===== config.mk =====
export PLATFORM = sky130hd
export DESIGN_NAME = wshb_arbiter
export DESIGN_NICKNAME = d
export VERILOG_FILES = /design/src/rtl/wshb_arbiter.sv
export SDC_FILE = /design/constraint.sdc
export NUM_CORES = 1
export LEC_CHECK = 0
export ABC_AREA = 1
export BUFFER_PORTS_ARGS = -buffer_cell sky130_fd_sc_hd__clkbuf_2
export CAP_MARGIN = 15
export CORE_AREA = 2 2 130 132
export DETAILED_ROUTE_END_ITERATION = 16
export DIE_AREA = 0 0 132 134
export PLACE_DENSITY_LB_ADDON = 0.2
export SYNTH_ARGS = -nofsm -noshare
export SYNTH_HDL_FRONTEND = slang
export SYNTH_SLANG_ARGS = --single-unit

===== constraint.sdc =====
create_clock -name sys_clk -period 2.94 [get_ports sys_clk]
set_input_delay 0.294 -clock sys_clk [delete_from_list [all_inputs] [get_ports sys_clk]]
set_output_delay 0.294 -clock sys_clk [all_outputs]
set_load 0.005 [all_outputs]

===== src/rtl/wshb_arbiter.sv =====
// -----------------------------------------------------------------------------
// wshb_arbiter
//
// Purpose:
//   This block is a two-master Wishbone arbiter. It shares the single SDRAM
//   Wishbone slave port in the sys_clk domain between two masters:
//     - Master 0 is the video framebuffer reader, which feeds the VGA pixel FIFO.
//     - Master 1 is the pattern/framebuffer writer.
//   The arbiter gives the slave to one master for a whole Wishbone cycle. A
//   rising cyc starts the cycle and a falling cyc ends it. The owner's request
//   signals are forwarded to the slave combinationally. The slave responses are
//   routed back only to the owner. The data path has no register stage.
//
// Arbitration:
//   - Default build: round-robin. When both masters contend, the master that
//     was not granted last wins. After reset, m0 wins the first contention.
//   - Build with WSHB_ARB_FIXED_PRIO_EN defined: fixed priority. m0 wins every
//     contention, and the round-robin history register is not built.
//   - A grant is never revoked while the owner holds cyc.
//
// Ports:
//   sys_clk, sys_rst_n          Clock. Asynchronous active-low reset.
//   m0_* / m1_* (inputs)        Master request: cyc, stb, we, adr, dat_ms,
//                               sel, cti, bte.
//   m0_* / m1_* (outputs)       Master response: ack, err, rty, dat_sm.
//   s_* (outputs)               Request to the SDRAM slave. All zero when idle.
//   s_ack, s_err, s_rty,
//   s_dat_sm (inputs)           Response from the SDRAM slave.
//   grant[1:0]                  Registered one-hot owner. 2'b00 when idle.
// -----------------------------------------------------------------------------
module wshb_arbiter #(
   parameter int ADR_W = 32,
   parameter int DAT_W = 32
) (
   input  logic                 sys_clk,
   input  logic                 sys_rst_n,

   // master 0 (video reader)
   input  logic                 m0_cyc,
   input  logic                 m0_stb,
   input  logic                 m0_we,
   input  logic [ADR_W-1:0]     m0_adr,
   input  logic [DAT_W-1:0]     m0_dat_ms,
   input  logic [DAT_W/8-1:0]   m0_sel,
   input  logic [2:0]           m0_cti,
   input  logic [1:0]           m0_bte,
   output logic                 m0_ack,
   output logic                 m0_err,
   output logic                 m0_rty,
   output logic [DAT_W-1:0]     m0_dat_sm,

   // master 1 (pattern writer)
   input  logic                 m1_cyc,
   input  logic                 m1_stb,
   input  logic                 m1_we,
   input  logic [ADR_W-1:0]     m1_adr,
   input  logic [DAT_W-1:0]     m1_dat_ms,
   input  logic [DAT_W/8-1:0]   m1_sel,
   input  logic [2:0]           m1_cti,
   input  logic [1:0]           m1_bte,
   output logic                 m1_ack,
   output logic                 m1_err,
   output logic                 m1_rty,
   output logic [DAT_W-1:0]     m1_dat_sm,

   // shared SDRAM slave
   output logic                 s_cyc,
   output logic                 s_stb,
   output logic                 s_we,
   output logic [ADR_W-1:0]     s_adr,
   output logic [DAT_W-1:0]     s_dat_ms,
   output logic [DAT_W/8-1:0]   s_sel,
   output logic [2:0]           s_cti,
   output logic [1:0]           s_bte,
   input  logic                 s_ack,
   input  logic                 s_err,
   input  logic                 s_rty,
   input  logic [DAT_W-1:0]     s_dat_sm,

   output logic [1:0]           grant
);

   typedef enum logic [1:0] {
      IDLE = 2'd0,
      GNT0 = 2'd1,
      GNT1 = 2'd2
   } state_t;

   state_t       state_reg;
   state_t       state_next;
   logic [1:0]   grant_reg;
   logic [1:0]   owner;              // one-hot decode of the current state
   logic         m0_wins;            // contention winner when both request in IDLE

   // -------------------------------------------------------------------------
   // Contention policy
   // -------------------------------------------------------------------------
`ifdef WSHB_ARB_FIXED_PRIO_EN
   // The video reader always wins. This bounds its refill latency.
   assign m0_wins = 1'b1;
`else
   logic last_reg;                   // master granted most recently (0 = m0, 1 = m1)
   logic last_next;

   // The history is updated when the owner releases. It starts at 1 so that
   // m0 wins the first contention after reset.
   always_comb begin
      last_next = last_reg;
      if (state_reg == GNT0 && !m0_cyc) begin
         last_next = 1'b0;
      end else if (state_reg == GNT1 && !m1_cyc) begin
         last_next = 1'b1;
      end
   end

   always_ff @(posedge sys_clk or negedge sys_rst_n) begin
      if (!sys_rst_n) begin
         last_reg <= 1'b1;
      end else begin
         last_reg <= last_next;
      end
   end

   assign m0_wins = last_reg;
`endif

   // -------------------------------------------------------------------------
   // Grant FSM
   // -------------------------------------------------------------------------
   always_ff @(posedge sys_clk or negedge sys_rst_n) begin
      if (!sys_rst_n) begin
         state_reg <= IDLE;
         grant_reg <= 2'b00;
      end else begin
         state_reg <= state_next;
         // grant_reg is loaded from the next state, so it always matches
         // state_reg while still coming straight from a flop.
         grant_reg <= {state_next == GNT1, state_next == GNT0};
      end
   end

   always_comb begin
      state_next = state_reg;
      unique case (state_reg)
         IDLE: begin
            if (m0_cyc && m1_cyc) begin
               state_next = m0_wins ? GNT0 : GNT1;
            end else if (m0_cyc) begin
               state_next = GNT0;
            end else if (m1_cyc) begin
               state_next = GNT1;
            end
         end
         // When the owner releases, a waiting master takes over directly.
         // The releasing master's cyc is low in this cycle, so the waiting
         // master wins even if the releasing master requests again right away.
         GNT0: begin
            if (!m0_cyc) begin
               state_next = m1_cyc ? GNT1 : IDLE;
            end
         end
         GNT1: begin
            if (!m1_cyc) begin
               state_next = m0_cyc ? GNT0 : IDLE;
            end
         end
         default: state_next = IDLE;
      endcase
   end

   // -------------------------------------------------------------------------
   // Ownership decode. Each master gets one bit.
   // -------------------------------------------------------------------------
   genvar gi;
   generate
      for (gi = 0; gi < 2; gi++) begin : g_owner
         localparam state_t OWN_STATE = (gi == 0) ? GNT0 : GNT1;
         assign owner[gi] = (state_reg == OWN_STATE);
      end
   endgenerate

   // -------------------------------------------------------------------------
   // Request path: the owner's signals go straight to the slave.
   // s_cyc and s_stb are gated by the owner's cyc, so the slave sees the
   // release in the same cycle the owner drops cyc.
   // -------------------------------------------------------------------------
   always_comb begin
      s_cyc    = 1'b0;
      s_stb    = 1'b0;
      s_we     = 1'b0;
      s_adr    = '0;
      s_dat_ms = '0;
      s_sel    = '0;
      s_cti    = 3'b000;
      s_bte    = 2'b00;
      if (owner[0]) begin
         s_cyc    = m0_cyc;
         s_stb    = m0_stb & m0_cyc;
         s_we     = m0_we;
         s_adr    = m0_adr;
         s_dat_ms = m0_dat_ms;
         s_sel    = m0_sel;
         s_cti    = m0_cti;
         s_bte    = m0_bte;
      end else if (owner[1]) begin
         s_cyc    = m1_cyc;
         s_stb    = m1_stb & m1_cyc;
         s_we     = m1_we;
         s_adr    = m1_adr;
         s_dat_ms = m1_dat_ms;
         s_sel    = m1_sel;
         s_cti    = m1_cti;
         s_bte    = m1_bte;
      end
   end

   // -------------------------------------------------------------------------
   // Response path: the handshake signals are qualified by ownership.
   // Read data is broadcast to both masters; only the owner's ack marks it valid.
   // -------------------------------------------------------------------------
   assign m0_ack    = s_ack & owner[0];
   assign m0_err    = s_err & owner[0];
   assign m0_rty    = s_rty & owner[0];
   assign m0_dat_sm = s_dat_sm;

   assign m1_ack    = s_ack & owner[1];
   assign m1_err    = s_err & owner[1];
   assign m1_rty    = s_rty & owner[1];
   assign m1_dat_sm = s_dat_sm;

   assign grant = grant_reg;

endmodule


==> Word-level counts from Yosys, hierarchy flattened <==
Cells that the tools add are included.
{ "op_classes": {"eq_ne": 4, "reduce_logical": 7, "bitwise_logic": 8, "n_mux": 27} }
{ "ops": {"columns": ["operator", "n"], "rows": [
  ["$mux W32", 4],
  ["$mux W2", 9],
  ["$mux W1", 9],
  ["$and A1 B1 Y1", 8],
  ["$mux W4", 2],
  ["$mux W3", 2],
  ["$pmux W2 S3", 1],
  ["$eq A2 B1 Y1 const B", 2],
  ["$eq A2 B2 Y1 const B", 2],
  ["$logic_and A1 B1 Y1", 3],
  ["$logic_not A1 Y1", 2],
  ["$logic_not A2 Y1", 1],
  ["$reduce_bool A2 Y1", 1]
]} }
{ "word_totals": {"input_bits": 189, "ff_bits": 5, "wordCells": 49, "output_inout_bits": 148} }

==> Logic depth before layout (Yosys ltp) <==
Gate-level depths: netlist of run 1.
{ "depth": {"depth_word": 5, "ltp_mapped": 7, "ltp_nobuf": 5} }

==> Least setup slack after synthesis of run 1 <==
Ideal clock, no wire load.
{ "synth_path": {"kind": "reg-to-output", "startpoint": "reg state_reg[1]", "endpoint": "out s_adr[0]", "required_time_ns": 2.646, "n_path_buf": 2, "stages_incl_launch_ff": 8, "slack_ns": 1.651, "arrival_time_ns": 0.995, "path_cell_list": "dfrtp_1 inv_2 nand2_4 inv_2 buf_6 buf_6 nand2_1 nand2_1"} }
{ "synth_via": {"elab_chain_cells": 3, "word_cells_on_any_way": 4, "cone_classes": "2 x eq/ne; 2 x mux"} }
{ "synth_rtl": {"columns": ["element", "line", "source"], "rows": [
  ["from (decl)", "89", "state_t state_reg;"],
  ["from (signal assigned)", "135", "state_reg <= state_next;"],
  ["$eq A2 B2 Y1", "178", "assign owner[gi] = (state_reg == OWN_STATE);"],
  ["$mux W32", "205", "end else if (owner[1]) begin"],
  ["$mux W32 (*)", "196", "if (owner[0]) begin"],
  ["to (decl)", "70", "output logic [ADR_W-1:0] s_adr,"]
]} }
Mark *: on every way between the ends. The rest lies on a longest branch, timed or not.

==> Worst setup path in the final report of run 1 <==
{ "layout_path": {"startpoint": "reg state_reg[0]", "endpoint": "out s_sel[3]"} }
{ "layout_via": {"elab_chain_cells": 3, "word_cells_on_any_way": 4, "cone_classes": "2 x eq/ne; 2 x mux"} }
{ "layout_rtl": {"columns": ["element", "line", "source"], "rows": [
  ["$eq A2 B2 Y1", "178", null],
  ["$mux W4", "205", null],
  ["$mux W4 (*)", "196", null],
  ["to (decl)", "72", "output logic [DAT_W/8-1:0] s_sel,"]
]} }
Marked as above.

==> results of run 1 <==
logic make-up (layout without fill, tap and decap cells):
logic type / count (synthesis) / in the layout / synth area share (%)
simple gates: 250 / 250 / 53.2
buf+inv: 89 / 257 / 37.3
compound gates: 7 / 7 / 2.44
flops: 5 / 5 / 7.04
worst max-delay path: cells and delay by family (launching register included):
| family | cells | cell delay, ns |
|---|---|---|
| flip-flops | 1 | 0.44 |
| AND/OR/NAND/NOR | 3 | 0.24 |
| buffers and inverters | 4 | 0.76 |
placed cells by master, fill, tap and decap left out:
cell type,n
clkbuf_2,240
nand2_1,237
nor2_1,9
inv_1,5
inv_2,4
o21ai_0,4
dfrtp_1,4
clkbuf_16,3
nand2_4,2
a21oi_2,2
nand3_1,2
buf_12,2
o22ai_1,1
clkbuf_1,1
dlygate4sd3_1,1
dfstp_2,1
buf_4,1
routing by layer:
| metal | vias to the layer above | routed length, um |
|---|---|---|
| met3 | 24 | 913 |
| met4 | 2 | 153 |
| met5 | - | 13 |
| met2 | 173 | 3870 |
| met1 | 1029 | 2740 |
| li1 | 1315 | - |
timing repair:
item | in CTS | in global routing
resized for setup | 0 | 0
endpoints found under the hold margin | 4 | 0
hold buffers | 1 | 0
final cells by class:
cell class                      instances  share of cell area (%)
Timing Repair Buffer                  244                    45.4
Multi-Input combinational cell        257                    36.1
Tap cell                              220                    9.93
Sequential cell                         5                    4.56
Clock buffer                            4                    2.84
Inverter                                9                    1.22
power by group:
part / internal (uW) / total, uW / switching, uW
Sequential: 108 / 138 / 30.1
Clock: 179 / 221 / 41.4
Combinational: 658 / 1580 / 917
Total: 946 / 1930 / 988
per-stage QoR:
step / cell area (sq um) / hold WS [ns] / setup WS (ns)
after global routing: 2770 / 0.376 / 0.803
after floorplan: 1800 / -0.00159 / 1.65
after detailed placement: 2680 / 0.116 / 1.16
after global placement: 2680 / 0.121 / 1.18
final: 2770 / 0.341 / 0.980
after CTS: 2770 / 0.361 / 0.928
how the worst min path moves through the flow:
stage               startpoint       end  slack [ns]  cells after the start
floorplan            sys_rst_n  grant[0]      -0.002                      0
global placement     sys_rst_n  grant[1]        0.12                      1
detailed placement   sys_rst_n  grant[1]        0.12                      1
CTS                     m1_cyc  last_reg        0.36                      2
global route            m1_cyc  last_reg        0.38                      2
finish                  m1_cyc  last_reg        0.34                      2
==> run metrics, run 1 <==
GP Congestion 0.694; Syn Nets 540; # IOs 337; fill cell count 1947; setup violators final 0; data required time of the critical path approximately 2.7 ns; starting density of the core between 10% and 20%; Nets 709; initial antenna violation count 1; Cell variety after synth 14; ys async rst share 100%; CTS clk-pin slew, worst paths 0.03 ns; Final ANT Viol Nets 0; TritonCTS clock tree done; reg2reg path depth 6; Mapped Cells 351; Synthesis Warnings 0; clk_lat worst skew 0.23 ns; Tcrit/Tclk final 66.7%; R2R Path End grant[0]; crit path time final 1.96 ns; Synth area leaders nand2_1, buf_4, buf_6; num rows 47; synthesized area per cell ~5 sq um; post-synth top area cell nand2_1; Final Max Slew Viols 0; fmax 510 MHz; P&R area growth vs syn 54.4%; crit path launch type register; fin util 17.0%; setup TNS 0 ns; PD cells between 600 and 700 mW/mm^2; Die Area between 0.015 and 0.02 sq mm; DPL Wire Length ~6500 um; vias per inst 3.44; final std cells w/o fill roughly 740; maximum clock insertion buffer count 2; grt total ovfl 0; worst-margin pin slew 0.328 ns; Post-synth top cells nand2_1, buf_4, buf_6, nor2_1, inv_1; clock sink count 5; layout cell share with drive strength beyond 1 approximately half; Ant. Diodes 0; Critical Path, Cell by Cell inv_2 -> nand2_4 -> inv_2 -> buf_4 -> nand2_1 -> nand2_1 -> clkbuf_2; Seq/Total Area, Yosys 7.04%; reg-to-reg setup timing slack about 1.7 ns; Global Route met3 Usage 2.87%; Worst path slowest cell dfrtp_1; vias in the first global route 2359; synthesized flop and latch total 5; CP max FO 27; DRT iter0 DRCs 45; Pre-Repair DR Iteration Count 5; Core Area between 0.015 and 0.02 sq mm; peak supply drop 0.000267 V; worst reg2reg path startpoint state_reg[0]; drc violations 0; synthesized area 0.00180 sq mm; Max Cap Viol 0; CTS root buf clkbuf_16; data arrival time of the critical path approximately 1.7 ns; Wirelength per Cell between 10 and 15 um; Reg area 126 sq um; Leak 0.00191 uW; crit path launch state_reg[0]; EDFF count, synth 0; RSZ-0062 raised after global routing no; Die Wd about 130 um; Setup Fix Bufs, Post-CTS 0; status completed; via count between 2000 and 3000; CP endpoint kind output port; Design Power slightly below 2000 uW; GR met1 Demand/Resource 7.71%; port bufs 240; met2 Track Usage GR 14.9%; skew final 0.00222 ns; top-area cell type share of the netlist area 49.5%; slowest stage delay, CP roughly 0.44 ns; Worst Setup Path Type register to output port; Fin. Hold Viols 0; placed cells between 700 and 800; area of the multi-input gates 1000 sq um; global-route usage over all layers ~7.7%; TritonCTS Buffers 3; Min-Delay Path Class input port to register; crit path to s_sel[3]; ys flop type dfrtp_1; layer with the highest usage met2; largest net degree at the start of global routing 76; WL final 7700 um; first-pass GRT wire length 11200 um; CTS H-tree depth 1; Vert. Die Dim between 100 and 150 um; max_slew headroom 78.1%; top-count cell post-synth nand2_1
Note: power is estimated with default switching activity, not from simulation.
==> run 2: changes to the inputs <==
ABC_AREA = 0   (was 1)
clock period = 1.8 ns   (was 2.94 ns; I/O delays follow)
==> run metrics, run 2 <==
Final Max Slew Viols 0; grt total ovfl 0; Min-Delay Path Class input port to register; drc violations 0; Clk network pwr share 18.8%; Vert. Die Dim 134 um; skew final 0.00177 ns; Sw Ratio 38.5%; Seq/Total Area, Yosys between 8 and 9%; synthesized area per cell between 8 and 9 sq um; Synth area leaders a22o_1, buf_4, dfrtp_1; ys flop type dfrtp_1; final std cells w/o fill 573; first-pass GRT wire length between 10000 and 15000 um; Post-synth top cells a22o_1, buf_4, and2_1, buf_2, dfrtp_1; initial antenna violation count 1; simple logic cell fraction of the synthesized area 6.94%; starting density of the core 9.41%; fill cell count 1865; EDFF count, synth 0; worst-margin pin slew 0.298 ns; Ant. Diodes 0; num rows 47; via count 2059; crit path time final ~1.7 ns; crit path launch type register; placed cells 568; Leak around 0.0015 uW; TritonCTS Buffers 3; Worst Setup Path Type register to output port; Final ANT Viol Nets 0; Comb power frac a little under three quarters; Tcrit/Tclk final ~93%; peak supply drop 0.000249 V; port bufs 240; CTS clk-pin slew, worst paths 0.03 ns; fmax 596 MHz; # IOs 337; GP Congestion 0.747; clk_lat worst skew 0.23 ns; most common cell after layout, fill and taps aside clkbuf_2; Die Area 0.0177 sq mm; Syn Nets between 300 and 400; Wirelength per Cell between 10 and 15 um; commonest non-fill, non-tap cells in the layout clkbuf_2, a22o_1, and2_1; vias per inst 3.59; data required time of the critical path about 1.6 ns; Max Cap Viol 0; setup violators final 0; net switching power 752 uW; Cell variety after synth 15; Post-Synth Adder-Cell Area 0%; Mapped Cells 186; clock sink count 5; Fin. Hold Viols 0; RSZ-0062 raised after global routing no; Compound-Gate Fraction of Synth Area 44.3%; maximum clock insertion buffer count 2; Die Wd roughly 130 um; TritonCTS clock tree done; reg2reg path depth 3; P&R area growth vs syn 67.4%; Core Area 0.0163 sq mm; PD cells 762 mW/mm^2; vias in the first global route slightly below 2000; status completed; CP endpoint kind output port; max_slew headroom 80.1%; global-route usage over all layers 7.30%; Setup Fix Bufs, Post-CTS 0; top-area cell type share of the netlist area 42.9%; ys async rst share 100%; layout cell share with drive strength beyond 1 71.4%; top-count cell post-synth a22o_1; Synthesis Warnings 0; synthesized flop and latch total 5; Synth Area in XOR/XNOR 0%; largest family of logic cells by synthesized area compound AO/OA/AOI/OAI gates; sequential share of power approximately a tenth; CP max FO 27; post-synth top area cell a22o_1; data arrival time of the critical path 1.50 ns; CTS H-tree depth 1; DRT iter0 DRCs 64; WL final 7270 um; Hold Path Depth 2; DPL Wire Length around 6300 um; P_int 1200 uW; hold slack 0.251 ns; synthesized area 0.00153 sq mm; largest net degree at the start of global routing 53; CTS root buf clkbuf_16; multiplexer area fraction after synthesis 0%; Nets 543; Pre-Repair DR Iteration Count 4; setup TNS 0 ns
## run 2: cell type report
| type | instances | area [sq um] | share of cell area, % |
|---|---|---|---|
| timing repair buffer | 245 | 1280 | 49.8 |
| multi-input combinational | 98 | 801 | 31.2 |
| tap | 220 | 275 | 10.7 |
| sequential | 5 | 129 | 5.02 |
| clock buffer | 4 | 78.8 | 3.07 |
| inverter | 1 | 3.75 | 0.146 |
## run 2: logic make-up after synthesis
| group | count (synthesis) |
|---|---|
| and+or+nand+nor | 19 |
| AOI/OAI and AO/OA | 79 |
| buffers and inverters | 83 |
| DFF | 5 |
## run 2: metal layers
metal  vias to the layer above  global-route usage [%]  wire length, um
met4                         2                    1.87               70
met1                       906                    8.51             2860
met3                        13                    2.38              793
met5                         -                       0               13
met2                       170                    12.9             3540
li1                        968                       -                -
## run 2: power by group through the flow
| stage | sequential [uW] | combinational, uW | clock, uW |
|---|---|---|---|
| finish | 189 | 1400 | 368 |
| global route | 197 | 1530 | 387 |
| CTS | 187 | 1430 | 374 |
| detailed placement | 188 | 1420 | 0 |
| global placement | 185 | 1410 | 0 |
| floorplan | 176 | 881 | 0 |
## run 2: path summary, 6_finish.rpt
kind	to	slack, ns	start
hold reg to reg	last_reg	0.49	last_reg
hold / removal	state_reg[0]	0.25	m0_cyc
min in group asynchronous	state_reg[1]	0.31	sys_rst_n
setup / recovery	s_dat_ms[17]	0.12	state_reg[0]
max in group asynchronous	last_reg	1.27	sys_rst_n
setup reg to reg	grant[1]	0.78	last_reg
## run 2: timing repair
item,CTS,global route
resized for setup,0,2
endpoints found under the setup margin,0,32
hold buffers,1,0
endpoints found under the hold margin,5,0
## run 2: worst max-delay path: stages, from the launching register on
cell and delay, ns:
dfrtp_2 0.43, nor2b_4 0.20, buf_4 0.30, a22o_1 0.21, clkbuf_2 0.11
## run 2: stage by stage
stage | power, uW | instance area [sq um] | util (%) | setup WS, ns
6_report | 1960 | 2570 | 15.8 | 0.121
5_1_grt | 2110 | 2570 | 15.8 | 0.0204
2_1_floorplan | 1060 | 1530 | - | 0.468
3_3_place_gp | 1600 | 2470 | 15.2 | 0.329
3_5_place_dp | 1610 | 2470 | 15.2 | 0.260
4_1_cts | 1990 | 2560 | 15.7 | 0.00336
==> run 3: changes to the inputs <==
CTS_BUF_LIST = sky130_fd_sc_hd__clkbuf_2 sky130_fd_sc_hd__clkbuf_4 sky130_fd_sc_hd__clkbuf_8   (was default)
SKIP_LAST_GASP = 1   (was default)
==> run metrics, run 3 (same netlist as run 2, synthesis figures left out) <==
Wirelength per Cell ~13 um; most common cell after layout, fill and taps aside clkbuf_2; starting density of the core a little under a tenth; setup violators final 0; vias per inst 3.61; Pre-Repair DR Iteration Count 4; DPL Wire Length 6310 um; RSZ-0062 raised after global routing no; CP endpoint kind output port; drc violations 0; CTS root buf clkbuf_8; Max Cap Viol 0; Global Route met3 Usage 2.38%; layout cell share with drive strength beyond 1 71.7%; Final ANT Viol Nets 0; data required time of the critical path 1.62 ns; Vert. Die Dim 134 um; CTS clk-pin slew, worst paths 0.04 ns; R2R Path End grant[1]; CP max FO 27; global-route usage over all layers 7.33%; skew final 0.000433 ns; data arrival time of the critical path about 1.5 ns; max_slew headroom approximately 80%; sequential share of power 10.4%; crit path to s_dat_ms[17]; first-pass GRT wire length 10500 um; met2 Track Usage GR 13.0%; crit path launch state_reg[0]; Die Wd 132 um; GP Congestion 0.747; clock sink count 5; maximum clock insertion buffer count 2; CTS H-tree depth 1; port bufs 240; via count 2067; Tcrit/Tclk final 92.9%; status completed; DRT iter0 DRCs 79; dpl cell area about 0.0025 sq mm; setup TNS 0 ns; Design Power 1810 uW; worst-margin pin slew around 0.3 ns; Die Area 0.0177 sq mm; setup ws final about 0.13 ns; fill cell count 1866; num rows 47; P&R area growth vs syn 65.5%; peak supply drop 0.000217 V; WL final 7290 um; fmax between 500 and 600 MHz; TritonCTS Buffers 3; Sw Ratio approximately two fifths; Comb power frac 77.1%; fin util 15.6%; initial antenna violation count 1; Core Area roughly 0.016 sq mm; PD cells 715 mW/mm^2; P_int around 1100 uW; largest net degree at the start of global routing 53; worst reg2reg path startpoint last_reg; TritonCTS clock tree done; Final Max Slew Viols 0; vias in the first global route 1946; reg2reg path depth 3; Fin. Hold Viols 0; reg-to-reg setup timing slack 0.78 ns; design area 0.00254 sq mm; grt total ovfl 0; Leak between 0.001 and 0.0015 uW; clk_lat worst skew around 0.22 ns; crit path time final between 1.5 and 2 ns; Setup Fix Bufs, Post-CTS 0; minimum setup slack after placement 0.260 ns; # IOs 337; GR met1 Demand/Resource 8.56%; Clk network pwr share 12.4%; Nets 543; net switching power approximately 740 uW; Ant. Diodes 0; crit path launch type register; Min-Delay Path Class input port to register; layer with the highest usage met2; commonest non-fill, non-tap cells in the layout clkbuf_2, a22o_1, and2_1; Worst Setup Path Type register to output port
run 3: timing repair:
action,CTS,global route
setup endpoints to repair,0,32
hold buffers,1,0
endpoints found under the hold margin,5,0
gates resized for setup,0,2
run 3: layout make-up:
class                           instances  area [sq um]  area share, %
Tap cell                              220           275           10.9
Sequential cell                         5           129           5.08
Timing Repair Buffer                  245          1280           50.4
Clock buffer                            4          48.8           1.92
Inverter                                1          3.75          0.148
Multi-Input combinational cell         98           801           31.6
run 3: worst min path at each step:
stage | startpoint | endpoint | slack (ns) | cells past startpoint
3_3_place_gp | sys_rst_n | grant[0] | -0.0002 | 1
2_1_floorplan | sys_rst_n | grant[0] | -0.12 | 0
4_1_cts | m0_cyc | state_reg[0] | 0.26 | 2
6_report | m0_cyc | state_reg[0] | 0.26 | 2
5_1_grt | m1_cyc | grant[1] | 0.27 | 2
3_5_place_dp | sys_rst_n | grant[1] | 0.005 | 1
run 3: metrics by stage:
step           instances  hold WS (ns)
2_1_floorplan        186        -0.116
3_3_place_gp         568     -0.000188
3_5_place_dp         568       0.00547
4_1_cts              573         0.259
5_1_grt              573         0.274
6_report             573         0.258
run 3: power by group through the flow:
stage | Sequential, uW | Clock, uW | Combinational (uW)
3_5_place_dp | 188 | 0 | 1420
5_1_grt | 198 | 248 | 1530
2_1_floorplan | 176 | 0 | 881
3_3_place_gp | 185 | 0 | 1410
4_1_cts | 188 | 235 | 1430
6_report | 189 | 226 | 1400
run 3: per-layer routing:
layer / wire length (um) / share of wire, %
met2: 3560 / 49
met1: 2850 / 39
met4: 76 / 1.0
met3: 788 / 11
met5: 13 / 0.18
run 3: worst max-delay path: stages, from the launching register on:
cell,delay (ns)
dfrtp_2,0.43
nor2b_4,0.20
buf_4,0.30
a22o_1,0.21
clkbuf_2,0.11
